===== config.mk =====
export PLATFORM = sky130hd
export DESIGN_NAME = reduce_pipe
export DESIGN_NICKNAME = d
export VERILOG_FILES = /design/src/rtl/reduce_pkg.sv /design/src/rtl/reduce_core.sv /design/src/rtl/reduce_pipe.sv
export SDC_FILE = /design/constraint.sdc
export NUM_CORES = 1
export LEC_CHECK = 0
export ABC_AREA = 1
export ABC_CLOCK_PERIOD_IN_PS = 3900
export BUFFER_PORTS_ARGS = -buffer_cell sky130_fd_sc_hd__buf_4
export CAP_MARGIN = 20
export CORE_MARGIN = 2
export CORE_UTILIZATION = 30
export DETAILED_ROUTE_END_ITERATION = 12
export SLEW_MARGIN = 10
export SYNTH_ARGS = -nofsm -noshare
export SYNTH_HDL_FRONTEND = slang
export SYNTH_HIERARCHICAL = 1
export SYNTH_SLANG_ARGS = --single-unit

===== constraint.sdc =====
create_clock -name clk -period 3.9 [get_ports clk]
set_input_delay 0.975 -clock clk [delete_from_list [all_inputs] [get_ports clk]]
set_output_delay 0.975 -clock clk [all_outputs]
set_load 0.05 [all_outputs]

===== src/rtl/reduce_pkg.sv =====
// reduce_pkg: shared mode encoding and counter width for the reduce_pipe datapath
package reduce_pkg;
    typedef enum logic [1:0] {RED_AND = 2'd0, RED_OR = 2'd1, RED_XOR = 2'd2, RED_FULL = 2'd3} reduce_mode_t;
    localparam int CNT_W = 16;
endpackage


===== src/rtl/reduce_core.sv =====
// reduce_core: combinational cross-channel AND/OR/XOR or full AND reduction
module reduce_core
    import reduce_pkg::*;
#(
    parameter int CH_NUM = 8,
    parameter int WIDTH = 8
) (
    input  logic [CH_NUM*WIDTH-1:0] data,
    input  reduce_mode_t            mode,
    output logic [WIDTH-1:0]        result
);
    logic [WIDTH-1:0] a, o, x;
    always_comb begin
        a = '1;
        o = '0;
        x = '0;
        for (int k = 0; k < CH_NUM; k++) begin
            a = a & data[k*WIDTH +: WIDTH];
            o = o | data[k*WIDTH +: WIDTH];
            x = x ^ data[k*WIDTH +: WIDTH];
        end
        result = mode == RED_AND ? a :
                 mode == RED_OR  ? o :
                 mode == RED_XOR ? x : WIDTH'(&data);
    end
endmodule


===== src/rtl/reduce_pipe.sv =====
// reduce_pipe: 2-stage valid/ready channel reducer with backpressure
// Define REDUCE_PIPE_CNT_EN to add the saturating out_count handshake counter.
module reduce_pipe
    import reduce_pkg::*;
#(
    parameter int CH_NUM = 8,
    parameter int WIDTH = 8
) (
    input  logic                    clk,
    input  logic                    rst,
    input  logic                    in_valid,
    output logic                    in_ready,
    input  logic [CH_NUM*WIDTH-1:0] in_data,
    input  logic [1:0]              in_mode,
    output logic                    out_valid,
    input  logic                    out_ready,
    output logic [WIDTH-1:0]        out_data,
`ifdef REDUCE_PIPE_CNT_EN
    output logic [CNT_W-1:0]        out_count,
`endif
    output logic [1:0]              out_mode
);
    logic                    v1, adv1, adv2;
    logic [CH_NUM*WIDTH-1:0] d1;
    reduce_mode_t            m1;
    logic [WIDTH-1:0]        res;
    assign adv2 = !out_valid || out_ready;
    assign adv1 = !v1 || adv2;
    assign in_ready = adv1 && !rst;
    reduce_core #(.CH_NUM(CH_NUM), .WIDTH(WIDTH)) u_core (
        .data   (d1),
        .mode   (m1),
        .result (res)
    );
    always_ff @(posedge clk) begin
        if (rst) begin
            v1        <= 1'b0;
            d1        <= '0;
            m1        <= RED_AND;
            out_valid <= 1'b0;
            out_data  <= '0;
            out_mode  <= '0;
        end else begin
            if (adv1) v1 <= in_valid;
            if (adv1 && in_valid) begin
                d1 <= in_data;
                m1 <= reduce_mode_t'(in_mode);
            end
            if (adv2) out_valid <= v1;
            // bubbles leave the last result in place rather than clearing it
            if (adv2 && v1) begin
                out_data <= res;
                out_mode <= m1;
            end
        end
    end
`ifdef REDUCE_PIPE_CNT_EN
    always_ff @(posedge clk) begin
        if (rst) out_count <= '0;
        else if (out_valid && out_ready && out_count != '1) out_count <= out_count + 1'b1;
    end
`endif
endmodule

==> out/results.ini <==
[status]
status = finished clean

[critical_path]
r2r_cells = 9
crit_family = buffers and inverters
worstPathArrival_ns = 1.70
setup.worst_path.class = in2out
start_kind = input pin
r2r-end = out_data[7]
cpPeakStageDelay_ns = 0.18
cp_max_fo = 13
critPathSlowestCell = buf_4
path_cells = buf_4 > inv_1 > nand3_4 > nand2_1 > inv_1 > buf_4
worstPathBufferInverterCount = 4
cp-end-kind = primary output
cp_data_required_time_ns = 2.92
r2r_setup_slack_ns = 2.03
crit-reg2reg-launch = m1[0]

[min_path]
hold_start = out_data[7]
hp-class = reg2reg
holdPathStages = 2
holdPathEnd = out_data[7]

[clock_network]
cts_setup_buffers = 0
root_buffer = clkbuf_16
cts_resized = 0
cts.clk_slew.worst_paths_ns = 0.05
clk_latency_ns = 0.34
htreeDepth = 3
cts_hold_buf = 0
numCtsBuffers = 9
cts.sinks = 78
cts_max_path_buffers = 2
cts_tree = built

[synthesis]
synth.largest_area_cell = dfxtp_1
async_flop_share_pct = 0
synth.avg_cell_area_um2 = 6.69
syn-num-nets = 824
synthFlopType = dfxtp_1
ys_seq_elements = 78
synth_most_common_cell = nand2_1
syn_area_mm2 = 0.00494
synth_area_leaders = dfxtp_1 32%, nand2_1 11%, a21oi_2 9.0%
ys_types = 33
synth_edf_count = 0
syn_inst = 738
yosys_warnings = 6
synthTopCellsByCount = 145 x nand2_1, 113 x inv_1, 113 x nor2_1, 79 x nand3_1, 78 x dfxtp_1
synth_top_area_share_pct = 31.6
seq_area_frac_synth_pct = 31.6

[sta]
setup_viol = 0
max_freq_ghz = 0.374
period_share_pct = 68.6
slew-limit-headroom_pct = 48.0
tns_ns = 0
finalClockSkew_ns = 0.00530
rsz0062_at_grt = no
finalHoldViolations = 0
drv_slew = 0
whs_ns = 0.484
layout_min_cycle_time_ns = 2.68
worst_pin_slew_ns = 0.779

[global_routing]
grtUsageTotal_pct = 15.2
gr-total-overflow = 0
antenna_found_initial = 0
grt_first_pass_wirelength_um = 21300
grt_pass1_vias = 4363
grt_max_degree = 77

[routing]
num_vias = 4560
wirelength_met1_um = 5850
wl_um = 12600
wl_met2_um = 5830
maxUsedRoutingLayer = met4
vias_per_cell = 4.48
ant_nets = 0
drt_pass1_iterations = 4
drc = 0
drtIter0Drc = 244
met3_length_um = 713
wl_per_cell_um = 12.4

[floorplanning]
die_w_um = 132
floorplan.initialDensity_pct = 30.8
core_area_mm2 = 0.0160
die_h_um = 132
row_count = 46
ios = 82
dieArea_mm2 = 0.0175

[power_and_ir_drop]
clkPwrFrac_pct = 35.1
pwr-share-comb_pct = 22.0
p_leak_nw = 2.89
powerDensity_mw_per_mm2 = 368
power.switching_mw = 0.661
p_int_mw = 1.51
peakVddDrop_uv = 212
sw_frac_of_total_pct = 30.4
power_mw = 2.18
seqPwrFrac_pct = 42.9

[layout]
antenna_cells = 0
syn_to_final_growth_pct = 19.8
drive_above_1_share_pct = 20.2
fin_nets = 882

[flow_run]
maxCapViolCount = 0

[placed_design]
gp_congestion = 0.900
place_hpwl_um = 9270
io_buffers = 81

## flip-flops by register name, summed over array words and instances, names as in the netlist
| signal | cells |
|---|---|
| m1 | 2 |
| d1 | 64 |
| out_valid | 1 |
| v1 | 1 |
| out_data | 8 |
| out_mode | 2 |
## power by group through the flow
| stage | logic, mW | registers (mW) | clock network (mW) |
|---|---|---|---|
| after floorplan | 0.327 | 0.954 | 0 |
| after CTS | 0.483 | 0.935 | 0.785 |
| after global routing | 0.547 | 0.944 | 0.814 |
| after detailed placement | 0.481 | 0.952 | 0 |
| after global placement | 0.476 | 0.951 | 0 |
| final | 0.479 | 0.934 | 0.763 |
## tightest hold or removal path, cell delays in order, from the launching register on
cell and delay (ns):
dfxtp_1 0.33, nor2_1 0.05, nor2_1 0.08
## worst max-delay path by stage
stage	startpoint	end	slack (ns)	cells after the start
after global routing	out_ready	in_ready	1.16	6
after floorplan	rst	in_ready	1.09	5
after detailed placement	out_ready	in_ready	1.22	6
final	out_ready	in_ready	1.22	6
after global placement	out_ready	in_ready	1.22	6
after CTS	out_ready	in_ready	1.22	6
## placed cells by master, fill, tap and decap left out, drive strengths merged, types with 2 or more instances in the layout
cell    synthesis  layout
a31oi           2       2
clkinv          0       5
nor4            2       2
dfxtp          78      78
o41ai           2       2
inv           115     115
nand4           8       8
o21ai           2       2
xnor2          15      15
or2             7       7
a21oi          73      73
nor2          115     115
buf            19      86
nor3            7       7
clkbuf         20      11
nand3          80      80
xor2           12      12
nand2         145     145
ha             16      16
nand3b         13      13
o211ai          4       4
## final cells by class
class                           count  area (µm²)
Clock buffer                       11         243
Clock inverter                      5        25.0
Fill cell                        1806       10100
Inverter                          115         432
Multi-Input combinational cell    506        2730
Sequential cell                    78        1560
Tap cell                          216         270
Timing Repair Buffer               86         658
## kinds of logic after synthesis
logic type / Yosys count / synth area share, %
compound gates: 84 / 12.9
xor+xnor: 27 / 4.79
fa+ha+maj: 16 / 4.06
buf+inv: 154 / 13.3
flops: 78 / 31.6
simple gates: 379 / 33.3
## layer usage
layer / track usage (%) / vias up
met2: 24.3 / 85
met3: 2.96 / 14
met5: 0 / -
li1: - / 2425
met4: 5.73 / 0
met1: 20.2 / 2036
## per-stage QoR
step / cells / cell area [µm²] / utilization, % / setup WS, ns
floorplan: 738 / 4940 / - / 1.09
global placement: 1001 / 5650 / 35.3 / 1.22
detailed placement: 1001 / 5650 / 35.3 / 1.22
CTS: 1017 / 5910 / 37.0 / 1.22
global route: 1017 / 5910 / 37.0 / 1.16
finish: 1017 / 5910 / 37.0 / 1.22
(Power assumes the default switching activity.)
